$ cat src/rtl/acc_drain.sv
// Collects per-column accumulator results from the systolic-array controller into an
// N x N tile buffer, then streams the tile out row-major over a valid/ready port.
module acc_drain #(
  parameter int N     = 4,
  parameter int W     = 16,
  parameter int LOG_N = 2
) (
  input  logic             clk_i,
  input  logic             rst_ni,
  input  logic             start_i,
  input  logic [N-1:0]     acc_valid_i,
  input  logic [N*W-1:0]   acc_data_i,
  input  logic             out_ready_i,
  output logic             out_valid_o,
  output logic [W-1:0]     out_data_o,
  output logic [LOG_N-1:0] out_row_o,
  output logic [LOG_N-1:0] out_col_o,
  output logic             busy_o,
  output logic             done_o,
  output logic             err_o
);

  localparam int CW = LOG_N + 1;
  localparam int PW = 2 * LOG_N + 1;
  localparam logic [CW-1:0] CNT_FULL = CW'(N);
  localparam logic [CW-1:0] CNT_LAST = CW'(N - 1);
  localparam logic [PW-1:0] PTR_LAST = PW'(N * N - 1);

  typedef enum logic [1:0] {
    IDLE    = 2'd0,
    COLLECT = 2'd1,
    DRAIN   = 2'd2,
    DONE    = 2'd3
  } state_t;

  state_t              state_r;
  logic [W-1:0]        buf_r [N][N];
  logic [CW-1:0]       cnt_r [N];
  logic [PW-1:0]       ptr_r;
  logic                out_valid_r;
  logic [W-1:0]        out_data_r;
  logic [LOG_N-1:0]    out_row_r;
  logic [LOG_N-1:0]    out_col_r;
  logic                busy_r;
  logic                done_r;
  logic                err_r;

  logic [N-1:0]        cap_s;
  logic [N-1:0]        full_s;
  logic                ovf_s;
  logic [PW-1:0]       ptr_nxt_s;
  logic [LOG_N-1:0]    row_nxt_s;
  logic [LOG_N-1:0]    col_nxt_s;
  logic [W-1:0]        first_s;

  // Per-column capture qualification and "tile complete after this edge" detection.
  always_comb begin
    cap_s  = '0;
    full_s = '0;
    for (int c = 0; c < N; c++) begin
      if (acc_valid_i[c] && (cnt_r[c] < CNT_FULL)) begin
        cap_s[c] = 1'b1;
      end else begin
        cap_s[c] = 1'b0;
      end
      if ((cnt_r[c] == CNT_FULL) || (cap_s[c] && (cnt_r[c] == CNT_LAST))) begin
        full_s[c] = 1'b1;
      end else begin
        full_s[c] = 1'b0;
      end
    end
  end

  // Drain pointer arithmetic and the first element, bypassed when it lands on the exit edge.
  always_comb begin
    ovf_s     = |(acc_valid_i & ~cap_s);
    ptr_nxt_s = ptr_r + PW'(1);
    row_nxt_s = ptr_nxt_s[2*LOG_N-1:LOG_N];
    col_nxt_s = ptr_nxt_s[LOG_N-1:0];
    if (cap_s[0] && (cnt_r[0] == CW'(0))) begin
      first_s = acc_data_i[W-1:0];
    end else begin
      first_s = buf_r[0][0];
    end
  end

  // Tile buffer: row is the column's arrival order; deliberately left unreset.
  always_ff @(posedge clk_i) begin
    if (state_r == COLLECT) begin
      for (int c = 0; c < N; c++) begin
        if (cap_s[c]) begin
          buf_r[cnt_r[c][LOG_N-1:0]][c] <= acc_data_i[c*W +: W];
        end
      end
    end
  end

  // Control FSM with registered outputs.
  always_ff @(posedge clk_i or negedge rst_ni) begin
    if (!rst_ni) begin
      state_r     <= IDLE;
      for (int c = 0; c < N; c++) begin
        cnt_r[c] <= '0;
      end
      ptr_r       <= '0;
      out_valid_r <= 1'b0;
      out_data_r  <= '0;
      out_row_r   <= '0;
      out_col_r   <= '0;
      busy_r      <= 1'b0;
      done_r      <= 1'b0;
      err_r       <= 1'b0;
    end else begin
      case (state_r)
        IDLE, DONE: begin
          if (start_i) begin
            state_r <= COLLECT;
            for (int c = 0; c < N; c++) begin
              cnt_r[c] <= '0;
            end
            ptr_r  <= '0;
            err_r  <= 1'b0;
            done_r <= 1'b0;
            busy_r <= 1'b1;
          end else if ((state_r == DONE) && (|acc_valid_i)) begin
            err_r <= 1'b1;
          end
        end
        COLLECT: begin
          for (int c = 0; c < N; c++) begin
            if (cap_s[c]) begin
              cnt_r[c] <= cnt_r[c] + CW'(1);
            end
          end
          if (ovf_s) begin
            err_r <= 1'b1;
          end
          if (&full_s) begin
            state_r     <= DRAIN;
            out_valid_r <= 1'b1;
            out_data_r  <= first_s;
            out_row_r   <= '0;
            out_col_r   <= '0;
          end
        end
        DRAIN: begin
          if (|acc_valid_i) begin
            err_r <= 1'b1;
          end
          if (out_valid_r && out_ready_i) begin
            ptr_r <= ptr_nxt_s;
            if (ptr_r == PTR_LAST) begin
              state_r     <= DONE;
              out_valid_r <= 1'b0;
              busy_r      <= 1'b0;
              done_r      <= 1'b1;
            end else begin
              out_data_r <= buf_r[row_nxt_s][col_nxt_s];
              out_row_r  <= row_nxt_s;
              out_col_r  <= col_nxt_s;
            end
          end
        end
        default: begin
          state_r     <= IDLE;
          out_valid_r <= 1'b0;
          busy_r      <= 1'b0;
          done_r      <= 1'b0;
        end
      endcase
    end
  end

  assign out_valid_o = out_valid_r;
  assign out_data_o  = out_data_r;
  assign out_row_o   = out_row_r;
  assign out_col_o   = out_col_r;
  assign busy_o      = busy_r;
  assign done_o      = done_r;
  assign err_o       = err_r;

endmodule
$ cat config.mk
export PLATFORM = sky130hd
export DESIGN_NAME = acc_drain
export DESIGN_NICKNAME = d
export VERILOG_FILES = /design/src/rtl/acc_drain.sv
export SDC_FILE = /design/constraint.sdc
export NUM_CORES = 1
export LEC_CHECK = 0
export ABC_CLOCK_PERIOD_IN_PS = 3400
export CORE_ASPECT_RATIO = 1.2
export CORE_MARGIN = 3
export CORE_UTILIZATION = 35
export DETAILED_ROUTE_END_ITERATION = 16
export SLEW_MARGIN = 10
export SYNTH_ARGS = -nofsm -noshare
export SYNTH_HDL_FRONTEND = slang
export SYNTH_SLANG_ARGS = --single-unit
$ cat constraint.sdc
create_clock -name clk_i -period 3.4 [get_ports clk_i]
set_input_delay 1.02 -clock clk_i [delete_from_list [all_inputs] [get_ports clk_i]]
set_output_delay 1.02 -clock clk_i [all_outputs]
set_load 0.01 [all_outputs]
==> results.yml <==
clock_network:
  h-tree-depth: 1
  cts_buffer_depth: 3
  hold_buffers: 0
  clk_pin_slew_worst_paths_ps: 60
  ctsResizeCount: 0
  cts_root_buf: "clkbuf_16"
  clkLatencyLatePin_ps: 550
  cts_buffers: 28
  cts_tree: "built"
  post_cts_buffers: 0
  cts.sinks: 299
logic_synthesis:
  postSynthCellCount: 976
  synth-seq-cells: 299
  synth_nets: 1074
  synth_compound_area_frac: 0.1326
  syn_area_per_cell_um2: 13.35
  ys_warn_count: 0
  synth_top_family_by_area: "compound AO/OA/AOI/OAI gates"
  synth_fa_ha_area_frac: 0.02497
  ys_seq_area_frac: 0.6727
  ys.flop_type: "edfxtp_1"
  synth_mux_area_frac: 0.02680
  synthesis.area_um2: 13030
  yosys.area_share.simple: 0.1112
  synth-async-reset-ratio: 0.1438
  synth_common_cells: "edfxtp_1, nand3_1, o21ai_0"
  synth.top_cell.area_share: 0.5901
  synth_edf_count: 256
  synth_xor_area_frac: 0.002017
  yosysTopAreaCell: "edfxtp_1"
  yosysMostFrequentCell: "edfxtp_1"
  synth.top_cells.by_area: "edfxtp_1, dfrtp_1, a211oi_1"
  yosysUniqueCellTypes: 50
finish:
  area_growth_pct: 20.02
  layout.nets: 1171
  fin_cells: 1563
  fill_cells: 3315
  regArea_um2: 8771
  drive_above_1_share: 0.09041
  fin_area_um2: 15640
  antenna_cells: 0
  multi_input_area_um2: 3889
floorplan:
  rows: 76
  core-area_um2: 36320
  dieWidth_um: 182.1
  fp.dieArea_um2: 39580
  top_level_ports: 96
  die_y_um: 217.3
  initial_utilization: 0.3586
placed_design:
  placed_area_um2: 14680
  placed_cells: 1511
  dpl.hpwl_um: 23350
  port_buffers: 95
  gp_congestion: 0.8106
global_route:
  grt_overflow_total: 0
  grt_max_degree: 133
  grt_pass1_wl_um: 52970
  track_usage: 0.1733
  grt_pass1_vias: 8473
  antenna_found_initial: 3
outcome:
  status: "finished, final reports clean"
power:
  internal-power_mw: 7.781
  ir_drop_mv: 0.3799
  seq_power_share: 0.410
  switching_share: 0.3281
  combPwrFrac: 0.309
  p_switching_mw: 3.800
  clockPowerShare: 0.281
  powerDensity_nw_per_um2: 740.7
  p_leak_nw: 5.545
routing:
  vias: 8665
  first_pass_iters: 5
  via_per_inst: 5.544
  routedWlPerCell_um: 22.47
  routed_wl_um: 35120
  detail_route.iter0.violations: 853
  drc: 0
  ant_nets: 0
sta:
  maxSlewHeadroom: 0.3088
  clock_skew_ps: 14.06
  slew_violations: 0
  fin_crit_sh: 0.8162
  tns_ps: 0
  finalSetupViolCount: 0
  rsz0062_at_grt: "no"
  fmax_ghz: 0.3604
  worst_pin_slew_ps: 1037
  timing.final.crit_period_ps: 2775
  final_hold_viol_count: 0
min_path:
  hold_class: "in -> async"
critical_path:
  crit_end: "out_data_o[1]"
  required_ps: 3830
  timing.rr.end: "out_data_o[1]"
  arrival_ps: 3200
  reg2reg_setup_slack_ps: 630
  startpoint: "state_r[0]"
  start_kind: "flip-flop"
  r2r_cells: 9
  path_max_fanout: 21
  end_kind: "flip-flop"
  path_class: "reg -> reg"
  worstReg2RegStart: "state_r[0]"
run:
  cap_viol_max_count: 0
[final cells by class]
| cell class | instances | area share |
|---|---|---|
| Sequential cell | 299 | 0.5610 |
| Inverter | 25 | 0.006002 |
| Multi-Input combinational cell | 580 | 0.2487 |
| Tap cell | 468 | 0.03745 |
| Clock buffer | 41 | 0.05122 |
| Clock inverter | 11 | 0.01000 |
| Timing Repair Buffer | 139 | 0.08563 |
[metal layers]
| metal | vias up | part of all wire | global-route usage |
|---|---|---|---|
| li1 | 3953 | - | - |
| met1 | 4362 | 0.44 | 0.2443 |
| met2 | 290 | 0.48 | 0.2763 |
| met3 | 54 | 0.060 | 0.02942 |
| met4 | 6 | 0.023 | 0.05182 |
| met5 | - | 0.0011 | 0 |
[power by group through the flow]
stage,combinational [mW],sequential [mW],clock [mW]
5_1_grt,3.89,4.79,3.46
3_3_place_gp,3.53,4.81,0
2_1_floorplan,2.16,4.75,0
4_1_cts,3.59,4.75,3.32
6_report,3.58,4.74,3.26
3_5_place_dp,3.58,4.82,0
[worst max-delay path: stages (launching register included)]
cell and delay, ps:
dfrtp_1 420, inv_1 90, ha_1 300, buf_4 350
inv_1 190, nor2_1 340, o21ai_2 110, or2_1 250
buf_12 170, o41a_1 430
[state kept, by name, summed over array words and instances (netlist names)]
| signal | count |
|---|---|
| cnt_r | 12 |
| done_o | 1 |
| out_col_o | 2 |
| busy_o | 1 |
| out_row_o | 2 |
| out_valid_o | 1 |
| out_data_o | 16 |
| err_o | 1 |
| state_r | 2 |
| ptr_r | 5 |
| buf_r | 256 |
[kinds of logic after synthesis]
kind of cell             count (synthesis)
XOR/XNOR                                 3
buffers and inverters                   97
multiplexers                            34
AO/OA/AOI/OAI                          246
flip-flops                             299
adder cells (fa/ha/maj)                 26
AND/OR/NAND/NOR                        271
[worst min path at each step]
stage / to / cells past startpoint / slack (ps)
final: cnt_r[2] / 1 / 480
after global routing: cnt_r[2] / 1 / 510
after CTS: cnt_r[2] / 1 / 480
after detailed placement: ptr_r[4] / 2 / 470
after global placement: ptr_r[4] / 2 / 460
after floorplan: ptr_r[4] / 2 / 450
[cells in the final DEF, fill, tap and decap left out, types with 29 or more instances in the layout]
cell type and count:
a211oi_1 68, and3_1 36, buf_4 39, clkbuf_16 29, clkdlybuf4s50_1 94, dfrtp_1 41
edfxtp_1 256, nand3_1 87, nor2_1 38, nor2b_1 61, o21ai_0 68
[per-stage QoR]
stage                     setup WS (ps)  power (mW)    util  hold WS (ps)
after CTS                         604.9       11.65  0.4304         475.4
after floorplan                   621.5       6.915       -         449.8
final                             625.1       11.58  0.4304         478.3
after global routing              451.9       12.14  0.4304         508.3
after global placement            232.9       8.341  0.4041         463.0
after detailed placement          176.8       8.395  0.4041         472.9
No activity file was read; power rests on OpenSTA's default activity.
